File: src/rtl/beat_rate_meter.sv
// Turns the comparator's registered `over` flag into heart-rate data.
// It qualifies beats, measures the beat-to-beat interval in ms and computes BPM = 60000 / interval.
module beat_rate_meter #(
    parameter int TICK_DIV   = 100000,
    parameter int REFRACT_MS = 250,
    parameter int TIMEOUT_MS = 3000,
    parameter int CNT_W      = 12
) (
    input  logic       clk,
    input  logic       rst,
    input  logic       over,
    output logic       beat,
    output logic [7:0] bpm,
    output logic       bpm_valid,
    output logic       no_signal
);

    localparam int               PS_W     = $clog2(TICK_DIV);
    localparam logic [PS_W-1:0]  PS_LAST  = PS_W'(TICK_DIV - 1);
    localparam logic [CNT_W-1:0] CNT_MAX  = '1;
    localparam logic [CNT_W-1:0] REFRACT  = CNT_W'(REFRACT_MS);
    localparam logic [CNT_W-1:0] TIMEOUT  = CNT_W'(TIMEOUT_MS);
    localparam logic [15:0]      DIVIDEND = 16'd60000;
    localparam logic [4:0]       LAST_STEP = 5'd16;

    typedef enum logic [1:0] {IDLE, ARMED, DIVIDE} state_e;

    state_e           state_q;
    logic             overDly_q;
    logic [PS_W-1:0]  prescaler_q;
    logic [CNT_W-1:0] msCnt_q;
    logic [CNT_W-1:0] interval_q;
    logic [CNT_W-1:0] rem_q;
    logic [15:0]      quot_q;
    logic [4:0]       step_q;
    logic [7:0]       bpm_q;
    logic             beat_q;
    logic             bpmValid_q;
    logic             noSignal_q;

    logic             rise;
    logic             tick;
    logic             accept;
    logic [CNT_W:0]   trial;
    logic [CNT_W:0]   diff;
    logic             trialGe;
    logic [CNT_W-1:0] rem_d;
    logic [15:0]      quot_d;
    logic [7:0]       bpmSat;

    assign rise    = over & ~overDly_q;
    assign tick    = (prescaler_q == PS_LAST);
    assign accept  = rise && ((state_q == IDLE) ||
                              (state_q == ARMED && msCnt_q >= REFRACT));

    // One restoring-division step: shift in the next dividend bit, subtract if it fits.
    assign trial   = {rem_q, quot_q[15]};
    assign diff    = trial - {1'b0, interval_q};
    assign trialGe = (trial >= {1'b0, interval_q});
    assign rem_d   = trialGe ? diff[CNT_W-1:0] : trial[CNT_W-1:0];
    assign quot_d  = {quot_q[14:0], trialGe};
    assign bpmSat  = (quot_q > 16'd255) ? 8'hFF : quot_q[7:0];

    // Millisecond time base; both counters restart on every accepted beat so the
    // interval latched at the next beat is measured from the beat pulse itself.
    always_ff @(posedge clk or posedge rst) begin
        if (rst) begin
            prescaler_q <= '0;
            msCnt_q     <= '0;
        end else if (accept) begin
            prescaler_q <= '0;
            msCnt_q     <= '0;
        end else if (state_q != IDLE) begin
            prescaler_q <= tick ? '0 : prescaler_q + 1'b1;
            if (tick && msCnt_q != CNT_MAX) begin
                msCnt_q <= msCnt_q + 1'b1;
            end
        end
    end

    always_ff @(posedge clk or posedge rst) begin
        if (rst) begin
            state_q    <= IDLE;
            overDly_q  <= 1'b0;
            interval_q <= '0;
            rem_q      <= '0;
            quot_q     <= '0;
            step_q     <= '0;
            bpm_q      <= '0;
            beat_q     <= 1'b0;
            bpmValid_q <= 1'b0;
            noSignal_q <= 1'b1;
        end else begin
            overDly_q  <= over;
            beat_q     <= 1'b0;
            bpmValid_q <= 1'b0;
            case (state_q)
                IDLE: begin
                    if (rise) begin
                        beat_q  <= 1'b1;
                        state_q <= ARMED;
                    end
                end
                ARMED: begin
                    if (accept) begin
                        beat_q     <= 1'b1;
                        interval_q <= msCnt_q;
                        rem_q      <= '0;
                        quot_q     <= DIVIDEND;
                        step_q     <= '0;
                        state_q    <= DIVIDE;
                    end else if (msCnt_q == TIMEOUT) begin
                        noSignal_q <= 1'b1;
                        bpm_q      <= '0;
                        state_q    <= IDLE;
                    end
                end
                DIVIDE: begin
                    // Sixteen shift/subtract cycles, then one cycle to publish the result.
                    if (step_q == LAST_STEP) begin
                        bpm_q      <= bpmSat;
                        bpmValid_q <= 1'b1;
                        noSignal_q <= 1'b0;
                        state_q    <= ARMED;
                    end else begin
                        rem_q  <= rem_d;
                        quot_q <= quot_d;
                        step_q <= step_q + 1'b1;
                    end
                end
                default: state_q <= IDLE;
            endcase
        end
    end

    assign beat      = beat_q;
    assign bpm       = bpm_q;
    assign bpm_valid = bpmValid_q;
    assign no_signal = noSignal_q;

endmodule

File: config.mk
export PLATFORM = sky130hd
export DESIGN_NAME = beat_rate_meter
export DESIGN_NICKNAME = d
export VERILOG_FILES = /design/src/rtl/beat_rate_meter.sv
export SDC_FILE = /design/constraint.sdc
export NUM_CORES = 1
export LEC_CHECK = 0
export BUFFER_PORTS_ARGS = -buffer_cell sky130_fd_sc_hd__clkbuf_2
export CAP_MARGIN = 40
export CORE_UTILIZATION = 65
export DETAILED_ROUTE_END_ITERATION = 7
export GPL_TIMING_DRIVEN = 0
export MAX_ROUTING_LAYER = met4
export PLACE_DENSITY = 0.83
export SLEW_MARGIN = 0
export SYNTH_ARGS = -nofsm -noshare
export SYNTH_HDL_FRONTEND = slang
export SYNTH_SLANG_ARGS = --single-unit
File: constraint.sdc
create_clock -name clk -period 7.35 [get_ports clk]
set_input_delay 0.735 -clock clk [delete_from_list [all_inputs] [get_ports clk]]
set_output_delay 0.735 -clock clk [all_outputs]
set_load 0.03 [all_outputs]
==> results.cfg, run 1 <==
[clock_tree]
later_pin_clock_latency_in_the_skew_report_ns = 0.37
cts_hold_buf = 0
htree_num_levels = 3
cts.sink_count = 88
clk_pin_slew_ns = 0.10
cts_tree = done
cts.repair.resized = 0
ctsRootBufferMaster = clkbuf_8
cts-buffers-inserted = 9
max_root_sink_buffers = 2
cts_post_setup_buffers_inserted = 0

[global_route]
first_global_vias = 3590
wire_length_of_the_first_global_routing_pass_um = 16800
grt_use_total = 0.305
largest_net_degree_at_the_start_of_global_routing = 70
grt_antenna_before_repair = 0
grt_overflow = 0

[timing]
timing.final.max_slew_violations = 0
finalHoldViolations = 0
rsz0062_at_grt = false
fmaxAchievable_ghz = 0.381
setup-tns-final_ns = 0
slew_headroom = 0.529
setup-violations-final = 0
tightestPinTransition_ns = 0.704
timing.final.crit_period_ns = 2.62
fin_skew_ns = 0.0132
period_share = 0.357

[power]
p_leak_nw = 2.27
ir_worst_vdd_mv = 0.155
p_per_area_nw_per_um2 = 193
total_power_mw = 0.958

[cells_and_area]
mostFrequentLayoutCell = nand2_1
finish.cell_count_without_fillers = 633
num-nets-final = 554
layout-area-overhead-vs-synth_pct = 8.62
drive_gt1_frac = 0.0764
layout.cells.most_common_list = 91 x nand2_1, 87 x dfrtp_1, 62 x o21ai_0
antenna_cells_inserted = 0

[drt]
pre_repair_dr_iteration_count = 5
routed_wl_um = 9860
detail_route.drc_violations = 0
drt-initial-drc-count = 254
post_drt_via_cell_ratio = 5.89
routed-via-count = 3731
drtAntennaViolNets = 0
avgRoutedWirePerCell_um = 15.6

[floorplanning]
die_h_um = 85.9
floorplan.core_area_um2 = 6790
die_w_um = 85.9
floorplan.die_area_um2 = 7370
initial_util = 0.673
row_count = 30
boundaryPins = 14

[synth]
yosysSeqAreaShare = 0.482
synth.lib_cells_used.distinct = 50
yosys_warnings = 0
yosys_register_bits = 88
postSynthCellCount = 507
synth.net_count = 529
syn-cell-area_um2 = 4570
synth_ff_type = dfrtp_1
post_synth.cell_area_avg_um2 = 9.02
async_flop_share = 1.00
synth_enable_flop_cells = 0

[worst_setup_path]
worst-setup-path-type = register to register
critical_path.cell_chain = ha_1 -> nand2_1 -> nor3_1 -> o2111ai_1 -> nand3_1 -> clkbuf_1 -> mux2i_1 -> o21ai_0
worstPathMaxFanout = 10
startpoint_type = register
worst_path_max_delay_cell = dfrtp_1
worst_ep_arrival_time_ns = 2.84
worst_setup_path_end_kind = register
critPathMaxStageDelay_ns = 0.43
crit_required_ns = 7.57

[placement]
placed_cells_incl_taps = 617
placement.io_buffers = 13
dpl.hpwl_um = 6970
weighted_congestion_reported_at_the_end_of_routability_driven_placement = 0.952

[outcome]
outcome = finished, final reports clean

[job]
max_cap_viol_count = 0

[hold_path]
class_of_the_tightest_hold_or_removal_check = primary input to async pin
## cells in the mapped netlist, drive strengths merged, types with 10 or more instances
| cell | count | area share |
|---|---|---|
| dfrtp | 87 | 0.48 |
| nor2 | 44 | 0.036 |
| clkbuf | 16 | 0.015 |
| nand2 | 91 | 0.075 |
| xnor2 | 11 | 0.021 |
| xor2 | 15 | 0.029 |
| o21ai | 62 | 0.068 |
| inv | 23 | 0.019 |
| a21oi | 14 | 0.015 |
| ha | 18 | 0.049 |
| nand4 | 10 | 0.015 |
| nand3 | 24 | 0.026 |
## power breakdown
group          switching, mW  internal, mW  leakage (nW)
Clock                  0.186         0.126        0.0862
Combinational         0.0562        0.0409          1.24
Sequential            0.0381         0.512         0.937
## cell type report
cell class	instances	area, µm²
Tap cell	96	120
Buffer	20	109
Clock buffer	9	124
Timing Repair Buffer	14	92.6
Inverter	23	88.8
Multi-Input combinational cell	376	2170
Fill cell	515	1830
Sequential cell	88	2200
Clock inverter	7	55.1
## final timing paths
check	from	endpoint	slack (ns)	depth (start not counted)
min in group clk	rem_q[11]	rem_q[11]	0.49	2
worst max register to register	rem_q[5]	rem_q[11]	4.73	8
worst min register to register	rem_q[11]	rem_q[11]	0.49	2
worst min-delay path	rst	quot_q[2]	0.29	2
max in group asynchronous	rst	no_signal	6.41	3
worst max-delay path	rem_q[5]	rem_q[11]	4.73	8
## state kept, by name, indices dropped and copies added (netlist names), 2 cells and up
name	flops
quot_q	16
bpm	8
step_q	5
msCnt_q	12
interval_q	12
rem_q	12
prescaler_q	17
state_q	2
## kinds of logic (layout without fill, tap and decap cells)
group                    count (synthesis)  in the layout  share of synthesized area
AND/OR/NAND/NOR                        219            219                      0.225
AO/OA/AOI/OAI                          105            105                      0.132
flip-flops                              88             88                      0.482
buffers and inverters                   43             73                     0.0427
XOR/XNOR                                26             26                     0.0498
adder cells (fa/ha/maj)                 19             19                     0.0536
multiplexers                             7              7                     0.0153
## through the flow
step | hold slack (ns) | setup slack, ns | instance area, µm² | util
floorplan | 0.451 | 4.34 | 4570 | -
global placement | 0.466 | 3.43 | 4760 | 0.700
finish | 0.293 | 4.73 | 4970 | 0.731
global route | 0.299 | 4.48 | 4970 | 0.731
CTS | 0.282 | 4.72 | 4970 | 0.731
detailed placement | 0.475 | 4.76 | 4790 | 0.705
## layer usage
metal  vias to the layer above  wire length, µm  GRT usage
li1                       1799                -          -
met1                      1809             4530      0.413
met2                       107             4720      0.473
met3                        16              441     0.0472
met4                         0              177      0.108
met5                         -                0          -
## worst max-delay path: cells and delay by family (launching register included)
kind            cells  cell delay, ns
buf+inv             1            0.43
mux                 1            0.23
simple gates        3            0.76
flops               1            0.43
compound gates      2            0.24
fa+ha+maj           1            0.39
(Power assumes the default switching activity.)
==> run 2, diff against run 1 <==
- CORE_UTILIZATION: 65 -> 56
- PLACE_DENSITY: 0.83 -> 0.76
- clock period: 7.35 -> 2.24 ns (I/O delays scaled with it)
==> results.cfg, run 2 (synthesis results as in run 1) <==
[job]
max_cap_viol_count = 0

[global_route]
first_global_vias = 3555
grt_use_total = 0.254
largest_net_degree_at_the_start_of_global_routing = 37
wire_length_of_the_first_global_routing_pass_um = 16600
grt_antenna_before_repair = 0
grt_overflow = 0

[worst_setup_path]
crit_required_ns = 2.49
critPathMaxStageDelay_ns = 0.43
critical-path-top-delay-family = simple AND/OR/NAND/NOR gates
worst_setup_path_end_kind = register
startpoint_type = register
worstPathMaxFanout = 8
worst_ep_arrival_time_ns = 2.49
worst-path-buf-inv = 1
worst_path_max_delay_cell = dfrtp_2
critical_path.cell_chain = ha_2 -> nand2_2 -> or3_4 -> or3b_4 -> and3_4 -> buf_6 -> nor3b_1 -> xnor2_1 -> nor2_1
worst-setup-path-type = register to register

[clock_tree]
later_pin_clock_latency_in_the_skew_report_ns = 0.36
cts_tree = done
htree_num_levels = 3
cts-buffers-inserted = 9
clk_pin_slew_ns = 0.09
ctsRootBufferMaster = clkbuf_8
cts.sink_count = 88
max_root_sink_buffers = 2

[drt]
routed_wl_um = 10000
avgRoutedWirePerCell_um = 15.2
drt-initial-drc-count = 219
drtAntennaViolNets = 0
routed-via-count = 3780
pre_repair_dr_iteration_count = 5
post_drt_via_cell_ratio = 5.74
detail_route.drc_violations = 0

[floorplanning]
die_w_um = 92.4
floorplan.core_area_um2 = 7810
row_count = 32
initial_util = 0.586
die_h_um = 92.4
boundaryPins = 14
floorplan.die_area_um2 = 8530

[timing]
worst_case_setup_margin_in_the_final_layout_ns = -0.000220
slew_headroom = 0.653
period_share = 1.00
rsz0062_at_grt = true
finalHoldViolations = 0
setup-violations-final = 1
tightestPinTransition_ns = 0.520
timing.final.max_slew_violations = 0
fin_skew_ns = 0.0155
worst_hold_slack_ns = 0.437
timing.final.crit_period_ns = 2.24
fmaxAchievable_ghz = 0.446

[power]
p_leak_nw = 2.40
p_int_mw = 2.36
p_sw_frac = 0.297
total_power_mw = 3.35
pwr-share-seq = 0.542
ir_worst_vdd_mv = 0.568
p_per_area_nw_per_um2 = 632
switchingPower_mw = 0.994
combPwrFrac = 0.148
power.share.clock = 0.310

[cells_and_area]
design_area_um2 = 5300
layout-area-overhead-vs-synth_pct = 15.9
finish.cell_count_without_fillers = 658
num-nets-final = 573
ff_latch_area_um2 = 2210
layout.cells.most_common_list = 90 x nand2_1, 81 x dfrtp_1, 61 x o21ai_0
largestRegisters = prescaler_q (17), quot_q (16)
largest_register_ff_count = 17
multi_input_area_um2 = 2320
antenna_cells_inserted = 0
largest-register = prescaler_q
mostFrequentLayoutCell = nand2_1
drive_gt1_frac = 0.178
fill_cells = 638

[outcome]
failed_checks = setup timing
outcome = finished with violations

[placement]
placement.io_buffers = 13
placed_cells_incl_taps = 624
dpl.hpwl_um = 6850
place_area_um2 = 4810
dp_slack_ns = -0.316
weighted_congestion_reported_at_the_end_of_routability_driven_placement = 0.866

[hold_path]
class_of_the_tightest_hold_or_removal_check = primary input to async pin
==> run 2: cell types whose count changed in the layout (fill, tap and decap cells not counted), sizes merged <==
cell and delta:
buf +19, clkbuf -2, clkinv +1, dlygate4sd3 +2
inv -1
==> run 2: per-layer routing <==
| layer | GRT usage | wire length, µm | vias up |
|---|---|---|---|
| met1 | 0.362 | 4930 | 1828 |
| met3 | 0.0320 | 321 | 20 |
| met5 | - | 0 | - |
| met4 | 0.105 | 187 | 0 |
| li1 | - | - | 1840 |
| met2 | 0.369 | 4560 | 92 |
==> run 2: final cells by class <==
class / instances / share of cell area
Clock inverter: 7 / 0.0106
Inverter: 23 / 0.0170
Tap cell: 102 / 0.0241
Buffer: 19 / 0.0229
Clock buffer: 9 / 0.0234
Timing Repair Buffer: 34 / 0.0477
Sequential cell: 88 / 0.417
Multi-Input combinational cell: 376 / 0.437
==> run 2: worst paths after layout <==
kind | startpoint | end | slack [ns] | cells past startpoint
worst max-delay path | msCnt_q[1] | msCnt_q[6] | -0.0002 | 9
worst min-delay path | rst | beat | 0.44 | 3
worst max register to register | msCnt_q[1] | msCnt_q[6] | -0.0002 | 9
worst min register to register | no_signal | no_signal | 0.49 | 2
max in group asynchronous | rst | no_signal | 1.20 | 4
min in group clk | no_signal | no_signal | 0.49 | 2
==> run 2: timing repair <==
action                                  in CTS  in global routing
endpoints found under the setup margin      20                 72
resized for setup                           11                 47
endpoints found under the hold margin       21                  0
setup buffers                                3                 14
hold buffers                                 2                  0
pin swaps                                    3                 11
==> run 2: stage by stage <==
stage / TNS (ns) / util
final: -0.000220 / 0.679
after global routing: -0.156 / 0.679
after CTS: -0.00444 / 0.649
after detailed placement: -2.76 / 0.616
after global placement: -2.54 / 0.611
after floorplan: 0 / -
==> run 2: worst reg2reg max path, cell delays in order, from the launching register on <==
cell and delay [ns]:
dfrtp_2 0.43, ha_2 0.21, nand2_2 0.08, or3_4 0.35
or3b_4 0.38, and3_4 0.19, buf_6 0.13, nor3b_1 0.15
xnor2_1 0.16, nor2_1 0.06
==> run 2: power groups by stage <==
| stage | Combinational, mW | Clock [mW] | Sequential (mW) |
|---|---|---|---|
| finish | 0.495 | 1.04 | 1.82 |
| global route | 0.551 | 1.11 | 1.83 |
| CTS | 0.339 | 1.05 | 1.81 |
| detailed placement | 0.322 | 0 | 1.83 |
| global placement | 0.298 | 0 | 1.83 |
| floorplan | 0.248 | 0 | 1.81 |
